**src/rtl/rgmii_rx_speed_adapter.sv**
```systemverilog
// RGMII receive adapter: turns captured DDR nibble/ctl pairs into a GMII-style byte stream
// for 10/100/1000 operation, tracks in-band link status and keeps frame/error counters.
module rgmii_rx_speed_adapter #(
    parameter int CNT_WIDTH     = 16,
    parameter int STATUS_FILTER = 3
) (
    input  logic                 phy_rx_clk,
    input  logic                 reset,
    input  logic [1:0]           speed_sel,
    input  logic [3:0]           phy_rxd_rising,
    input  logic [3:0]           phy_rxd_falling,
    input  logic                 phy_rx_ctl_rising,
    input  logic                 phy_rx_ctl_falling,
    input  logic                 count_clear,
    output logic [7:0]           mac_rxd,
    output logic                 mac_rx_dv,
    output logic                 mac_rx_er,
    output logic                 mac_crs,
    output logic                 mac_sof,
    output logic                 mac_eof,
    output logic                 mac_align_err,
    output logic                 link_up,
    output logic [1:0]           link_speed,
    output logic                 link_duplex,
    output logic [CNT_WIDTH-1:0] frame_count,
    output logic [CNT_WIDTH-1:0] error_count
);

    typedef enum logic [1:0] {IDLE, NIB_HI, NIB_LO} state_e;

    localparam int                   FW       = $clog2(STATUS_FILTER + 1);
    localparam logic [FW-1:0]        FILT_ONE = FW'(1);
    localparam logic [FW-1:0]        FILT_MAX = FW'(STATUS_FILTER);
    localparam logic [CNT_WIDTH-1:0] CNT_ONE  = CNT_WIDTH'(1);
    localparam logic [CNT_WIDTH-1:0] CNT_MAX  = '1;

    state_e                 state_q, state_d;
    logic [1:0]             mode_q, mode_d;
    logic [3:0]             nib_q, nib_d;
    logic                   er_acc_q, er_acc_d;
    logic                   first_q, first_d;
    logic                   frame_err_q, frame_err_d;
    logic [7:0]             rxd_q, rxd_d;
    logic                   dv_q, dv_d;
    logic                   er_q, er_d;
    logic                   crs_q, crs_d;
    logic                   sof_q, sof_d;
    logic                   eof_q, eof_d;
    logic                   align_q, align_d;
    logic [3:0]             cand_q, cand_d;
    logic [FW-1:0]          filt_q, filt_d;
    logic [3:0]             status_q, status_d;
    logic [CNT_WIDTH-1:0]   frame_cnt_q, frame_cnt_d;
    logic [CNT_WIDTH-1:0]   error_cnt_q, error_cnt_d;

    logic                   dv, er, gig, nib_match, emit, emit_er, err_end;
    logic [1:0]             mode_eff;
    logic [7:0]             emit_byte;

    assign dv       = phy_rx_ctl_rising;
    assign er       = phy_rx_ctl_rising ^ phy_rx_ctl_falling;
    // A frame runs in the mode seen at its first cycle; mode_q freezes it until IDLE.
    assign mode_eff = (state_q == IDLE) ? speed_sel : mode_q;
    assign gig      = mode_eff[1];

    always_comb begin
        // NOTE: every variable gets a default before the case so no path infers a latch.
        state_d   = state_q;
        mode_d    = mode_eff;
        nib_d     = nib_q;
        er_acc_d  = er_acc_q;
        first_d   = (state_q == IDLE) ? 1'b1 : first_q;
        emit      = 1'b0;
        emit_byte = '0;
        emit_er   = 1'b0;
        align_d   = 1'b0;
        eof_d     = 1'b0;
        unique case (state_q)
            IDLE, NIB_LO: begin
                if (dv) begin
                    if (gig) begin
                        emit      = 1'b1;
                        emit_byte = {phy_rxd_falling, phy_rxd_rising};
                        emit_er   = er;
                        state_d   = NIB_LO;
                    end else begin
                        nib_d    = phy_rxd_rising;
                        er_acc_d = er;
                        state_d  = NIB_HI;
                    end
                end else if (state_q == NIB_LO) begin
                    eof_d   = 1'b1;
                    state_d = IDLE;
                end
            end
            NIB_HI: begin
                if (dv) begin
                    emit      = 1'b1;
                    emit_byte = {phy_rxd_rising, nib_q};
                    emit_er   = er_acc_q | er;
                    state_d   = NIB_LO;
                end else begin
                    align_d = 1'b1;
                    eof_d   = 1'b1;
                    state_d = IDLE;
                end
            end
            default: state_d = IDLE;
        endcase
        if (emit) begin
            first_d = 1'b0;
        end
    end

    always_comb begin
        rxd_d       = emit_byte;
        dv_d        = emit;
        er_d        = emit & emit_er;
        sof_d       = emit & ((state_q == IDLE) | first_q);
        frame_err_d = ((state_q == IDLE) ? 1'b0 : frame_err_q) | (dv & er);
        nib_match   = gig ? ({phy_rxd_falling, phy_rxd_rising} inside {8'h0E, 8'h0F, 8'h1F, 8'hFF})
                          : (phy_rxd_rising == 4'hE);
        crs_d       = dv | (~dv & er & nib_match);
    end

    // In-band status: a candidate must repeat over STATUS_FILTER idle cycles in a row.
    always_comb begin
        cand_d   = cand_q;
        filt_d   = filt_q;
        status_d = status_q;
        if (!dv && !er) begin
            if (filt_q != '0 && phy_rxd_rising == cand_q) begin
                filt_d = (filt_q == FILT_MAX) ? FILT_MAX : filt_q + FILT_ONE;
            end else begin
                filt_d = FILT_ONE;
            end
            cand_d = phy_rxd_rising;
            if (filt_d == FILT_MAX) begin
                status_d = phy_rxd_rising;
            end
        end else begin
            filt_d = '0;
        end
    end

    always_comb begin
        err_end     = eof_d & (frame_err_q | align_d);
        frame_cnt_d = frame_cnt_q;
        error_cnt_d = error_cnt_q;
        if (count_clear) begin
            frame_cnt_d = eof_d   ? CNT_ONE : '0;
            error_cnt_d = err_end ? CNT_ONE : '0;
        end else begin
            if (eof_d && frame_cnt_q != CNT_MAX) frame_cnt_d = frame_cnt_q + CNT_ONE;
            if (err_end && error_cnt_q != CNT_MAX) error_cnt_d = error_cnt_q + CNT_ONE;
        end
    end

    // NOTE: non-blocking assignments so every register samples pre-edge values.
    always_ff @(posedge phy_rx_clk) begin
        if (!reset) begin
            state_q     <= IDLE;
            mode_q      <= '0;
            nib_q       <= '0;
            er_acc_q    <= 1'b0;
            first_q     <= 1'b0;
            frame_err_q <= 1'b0;
            rxd_q       <= '0;
            dv_q        <= 1'b0;
            er_q        <= 1'b0;
            crs_q       <= 1'b0;
            sof_q       <= 1'b0;
            eof_q       <= 1'b0;
            align_q     <= 1'b0;
            cand_q      <= '0;
            filt_q      <= '0;
            status_q    <= '0;
            frame_cnt_q <= '0;
            error_cnt_q <= '0;
        end else begin
            state_q     <= state_d;
            mode_q      <= mode_d;
            nib_q       <= nib_d;
            er_acc_q    <= er_acc_d;
            first_q     <= first_d;
            frame_err_q <= frame_err_d;
            rxd_q       <= rxd_d;
            dv_q        <= dv_d;
            er_q        <= er_d;
            crs_q       <= crs_d;
            sof_q       <= sof_d;
            eof_q       <= eof_d;
            align_q     <= align_d;
            cand_q      <= cand_d;
            filt_q      <= filt_d;
            status_q    <= status_d;
            frame_cnt_q <= frame_cnt_d;
            error_cnt_q <= error_cnt_d;
        end
    end

    assign mac_rxd       = rxd_q;
    assign mac_rx_dv     = dv_q;
    assign mac_rx_er     = er_q;
    assign mac_crs       = crs_q;
    assign mac_sof       = sof_q;
    assign mac_eof       = eof_q;
    assign mac_align_err = align_q;
    assign link_up       = status_q[0];
    assign link_speed    = status_q[2:1];
    assign link_duplex   = status_q[3];
    assign frame_count   = frame_cnt_q;
    assign error_count   = error_cnt_q;

endmodule
```
**config.mk**
```make
export PLATFORM = sky130hd
export DESIGN_NAME = rgmii_rx_speed_adapter
export DESIGN_NICKNAME = d
export VERILOG_FILES = /design/src/rtl/rgmii_rx_speed_adapter.sv
export SDC_FILE = /design/constraint.sdc
export NUM_CORES = 1
export LEC_CHECK = 0
export ABC_AREA = 1
export CAP_MARGIN = 10
export CORE_UTILIZATION = 45
export CTS_BUF_LIST = sky130_fd_sc_hd__clkbuf_4 sky130_fd_sc_hd__clkbuf_8
export DETAILED_ROUTE_END_ITERATION = 6
export GPL_ROUTABILITY_DRIVEN = 0
export MAX_ROUTING_LAYER = met4
export PLACE_DENSITY = 0.72
export RECOVER_POWER = 100
export SETUP_SLACK_MARGIN = 0.4
export SLEW_MARGIN = 0
export SYNTH_ARGS = -nofsm -noshare
export SYNTH_HDL_FRONTEND = slang
export SYNTH_SLANG_ARGS = --single-unit
```
**constraint.sdc**
```tcl
create_clock -name phy_rx_clk -period 4.58 [get_ports phy_rx_clk]
set_clock_uncertainty 0.1 [all_clocks]
set_input_delay 0.458 -clock phy_rx_clk [delete_from_list [all_inputs] [get_ports phy_rx_clk]]
set_output_delay 0.458 -clock phy_rx_clk [all_outputs]
set_load 0.005 [all_outputs]
```
==> flow_metrics.py <==
metrics = {
    "final_layout": {
        "drive_gt1_share_pct": 4.34,
        "post-route-util_pct": 59.3,
        "nFillCells": 671,
        "design_area_sq_um": 4010,
        "multi_input_area_sq_um": 1510,
        "antenna_cells": 0,
        "fin_cells": 633,
        "fin_nets": 568,
        "regArea_sq_um": 1320,
        "syn_to_final_growth_pct": 27.5,
    },
    "logic_synthesis": {
        "synth_cell_type_count": 26,
        "synth_xor_area_share_pct": 0.279,
        "synth-compound-area-share_pct": 7.12,
        "synth_edf_count": 0,
        "synth_top_area_share_pct": 42.0,
        "synthCells": 483,
        "synth_area_leaders": "dfxtp_1 (42%), nand2_1 (17%), nor2_1 (12%)",
        "yosys_register_bits": 66,
        "synth_top_family_by_area": "simple AND/OR/NAND/NOR gates",
        "yosys_warnings": 0,
        "synth_seq_area_share_pct": 42.0,
        "syn_area_sq_um": 3140,
        "synth_top_area_cell": "dfxtp_1",
        "avgSynthCellArea_sq_um": 6.51,
        "synthAdderAreaFrac_pct": 1.99,
        "synth.most_common_cell": "nand2_1",
        "synthSimpleGateAreaFrac_pct": 38.8,
        "synth_common_cells": "nand2_1 (141), nor2_1 (102), dfxtp_1 (66), inv_1 (63), nand3_1 (28)",
        "async_reset_ff_share_pct": 0,
        "syn_nets": 503,
        "synth_ff_type": "dfxtp_1",
        "synth_mux_area_share_pct": 0,
    },
    "setup_path": {
        "crit_top_cell": "nor2_1",
        "crit_path_top_delay_cell": "clkbuf_1",
        "arrival_ns": 3.36,
        "crit_type": "primary input to flip-flop",
        "endpoint_kind": "flip-flop",
        "crit_fanout": 25,
        "crit_path_start_kind": "primary input",
        "crit_required_ns": 4.76,
        "cp_cell_sequence": "dlygate4sd3_1 > inv_1 > nor2_1 > clkbuf_1 > o21ai_0 > nor2_1",
        "max_stage_delay_ns": 0.88,
    },
    "power_and_ir_drop": {
        "p_leak_nw": 1.87,
        "p_per_area_nw_per_um2": 296,
        "p_total_mw": 1.18,
        "ir_drop_v": 0.000180,
    },
    "sta": {
        "timing.final.crit_share_pct": 69.5,
        "drv_slew": 0,
        "fmax_mhz": 314,
        "timing.slew.headroom_pct": 14.8,
        "holdWs_ns": 0.366,
        "setup_violations": 0,
        "timing.final.ws_setup_ns": 1.40,
        "hold_violations": 0,
        "min_period_ns": 3.18,
        "final.setup.tns_ns": 0,
        "tightest_slew_ns": 1.27,
        "grt_setup_unrepaired": "no",
    },
    "floorplan": {
        "die_height_um": 85.6,
        "pin_count": 65,
        "die_x_um": 85.6,
        "row_count": 30,
        "start_util_pct": 46.5,
        "core-area_sq_um": 6760,
        "die-area_sq_um": 7330,
    },
    "detailed_routing": {
        "via_count": 3062,
        "drt_pass1_iterations": 5,
        "routedWlPerCell_um": 10.9,
        "drt_iter0_markers": 147,
        "ant_nets": 0,
        "routed_wl_mm": 6.90,
        "drc": 0,
        "vias_per_cell": 4.84,
    },
    "grt": {
        "grt_pass1_wl_mm": 11.5,
        "grt_remaining_overflow": 0,
        "track_usage_pct": 20.5,
        "grt_antenna_before_repair": 0,
        "grt_pass1_vias": 2677,
        "grt_start_max_net_pins": 26,
    },
    "clock_tree": {
        "htree_levels": 3,
        "clk_pin_slew_ns": 0.07,
        "cts_sinks": 66,
        "cts_resized": 0,
        "hold_buffers": 0,
        "post_cts_buffers": 0,
        "clk_latency_ns": 0.34,
        "root_buffer": "clkbuf_8",
        "cts_inserted_buffers": 9,
        "ctsLongestPathBuffers": 2,
        "cts_tree": "built",
    },
    "min_path": {
        "min_path_type": "flip-flop to flip-flop",
    },
    "place": {
        "place_inst": 617,
        "dp_hpwl_mm": 5.11,
        "placed_area_sq_um": 3820,
        "dp_slack_ns": 1.69,
        "portBuffers": 63,
    },
    "run": {
        "cap_violations": 0,
    },
    "outcome": {
        "outcome": "completed",
    },
}
[power by group]
part,total (mW),internal [mW],switching (mW)
Sequential,0.596,0.589,0.00704
Combinational,0.0938,0.0363,0.0575
Clock,0.495,0.270,0.225
[critical path: cells and delay by family]
kind            cells  cell delay, ns
simple gates        2            0.54
buf+inv             3            2.13
compound gates      1            0.22
[placed cells by master, fill, tap and decap left out, types with 3 or more instances in the layout]
| cell type | synthesis | layout |
|---|---|---|
| nand3b_1 | 5 | 5 |
| clkbuf_8 | 0 | 10 |
| nor2_1 | 102 | 103 |
| nor3_1 | 6 | 6 |
| nand2_1 | 141 | 142 |
| o32ai_1 | 4 | 4 |
| dlygate4sd3_1 | 0 | 52 |
| ha_1 | 5 | 5 |
| dfxtp_1 | 66 | 66 |
| a21oi_1 | 20 | 21 |
| inv_1 | 63 | 64 |
| nand4_1 | 4 | 4 |
| o21ai_0 | 11 | 13 |
| nand3_1 | 28 | 28 |
| clkdlybuf4s50_1 | 0 | 11 |
| clkinv_2 | 0 | 3 |
[area by class of cell]
type / instances / share of cell area (%)
Sequential cell: 66 / 33.0
Tap cell: 80 / 2.50
Timing Repair Buffer: 64 / 15.8
Clock buffer: 11 / 3.62
Clock inverter: 5 / 1.34
Inverter: 66 / 6.18
Multi-Input combinational cell: 341 / 37.6
[kinds of logic (layout without fill, tap and decap cells)]
kind of cell	after synthesis	count (layout)
xor gates and xnor gates	1	1
adders and majority gates	5	5
AOI/OAI and AO/OA	40	40
buffers and inverters	76	146
DFF	66	66
and+or+nand+nor	295	295
[final timing paths]
path	startpoint	endpoint	slack (ns)	depth (start not counted)
max	reset	error_count[1]	1.40	6
min	er_acc_q	mac_rx_er	0.37	2
max reg2reg	state_q[0]	frame_count[4]	2.00	10
min reg2reg	er_acc_q	mac_rx_er	0.37	2
[registers in the layout, indices dropped and copies added, names as in the netlist, 2 cells and up]
name / flops
error_count: 16
frame_count: 16
mac_rxd: 8
cand_q: 4
nib_q: 4
status_q: 4
filt_q: 2
state_q: 2
[metal layers]
| layer | track usage, % | part of all wire (%) | vias up |
|---|---|---|---|
| met4 | 9.09 | 1.7 | 0 |
| met2 | 31.9 | 46 | 77 |
| met1 | 24.7 | 47 | 1350 |
| li1 | - | - | 1624 |
| met3 | 5.87 | 5.4 | 11 |
| met5 | - | 0 | - |
No activity file was read; power rests on OpenSTA's default activity.
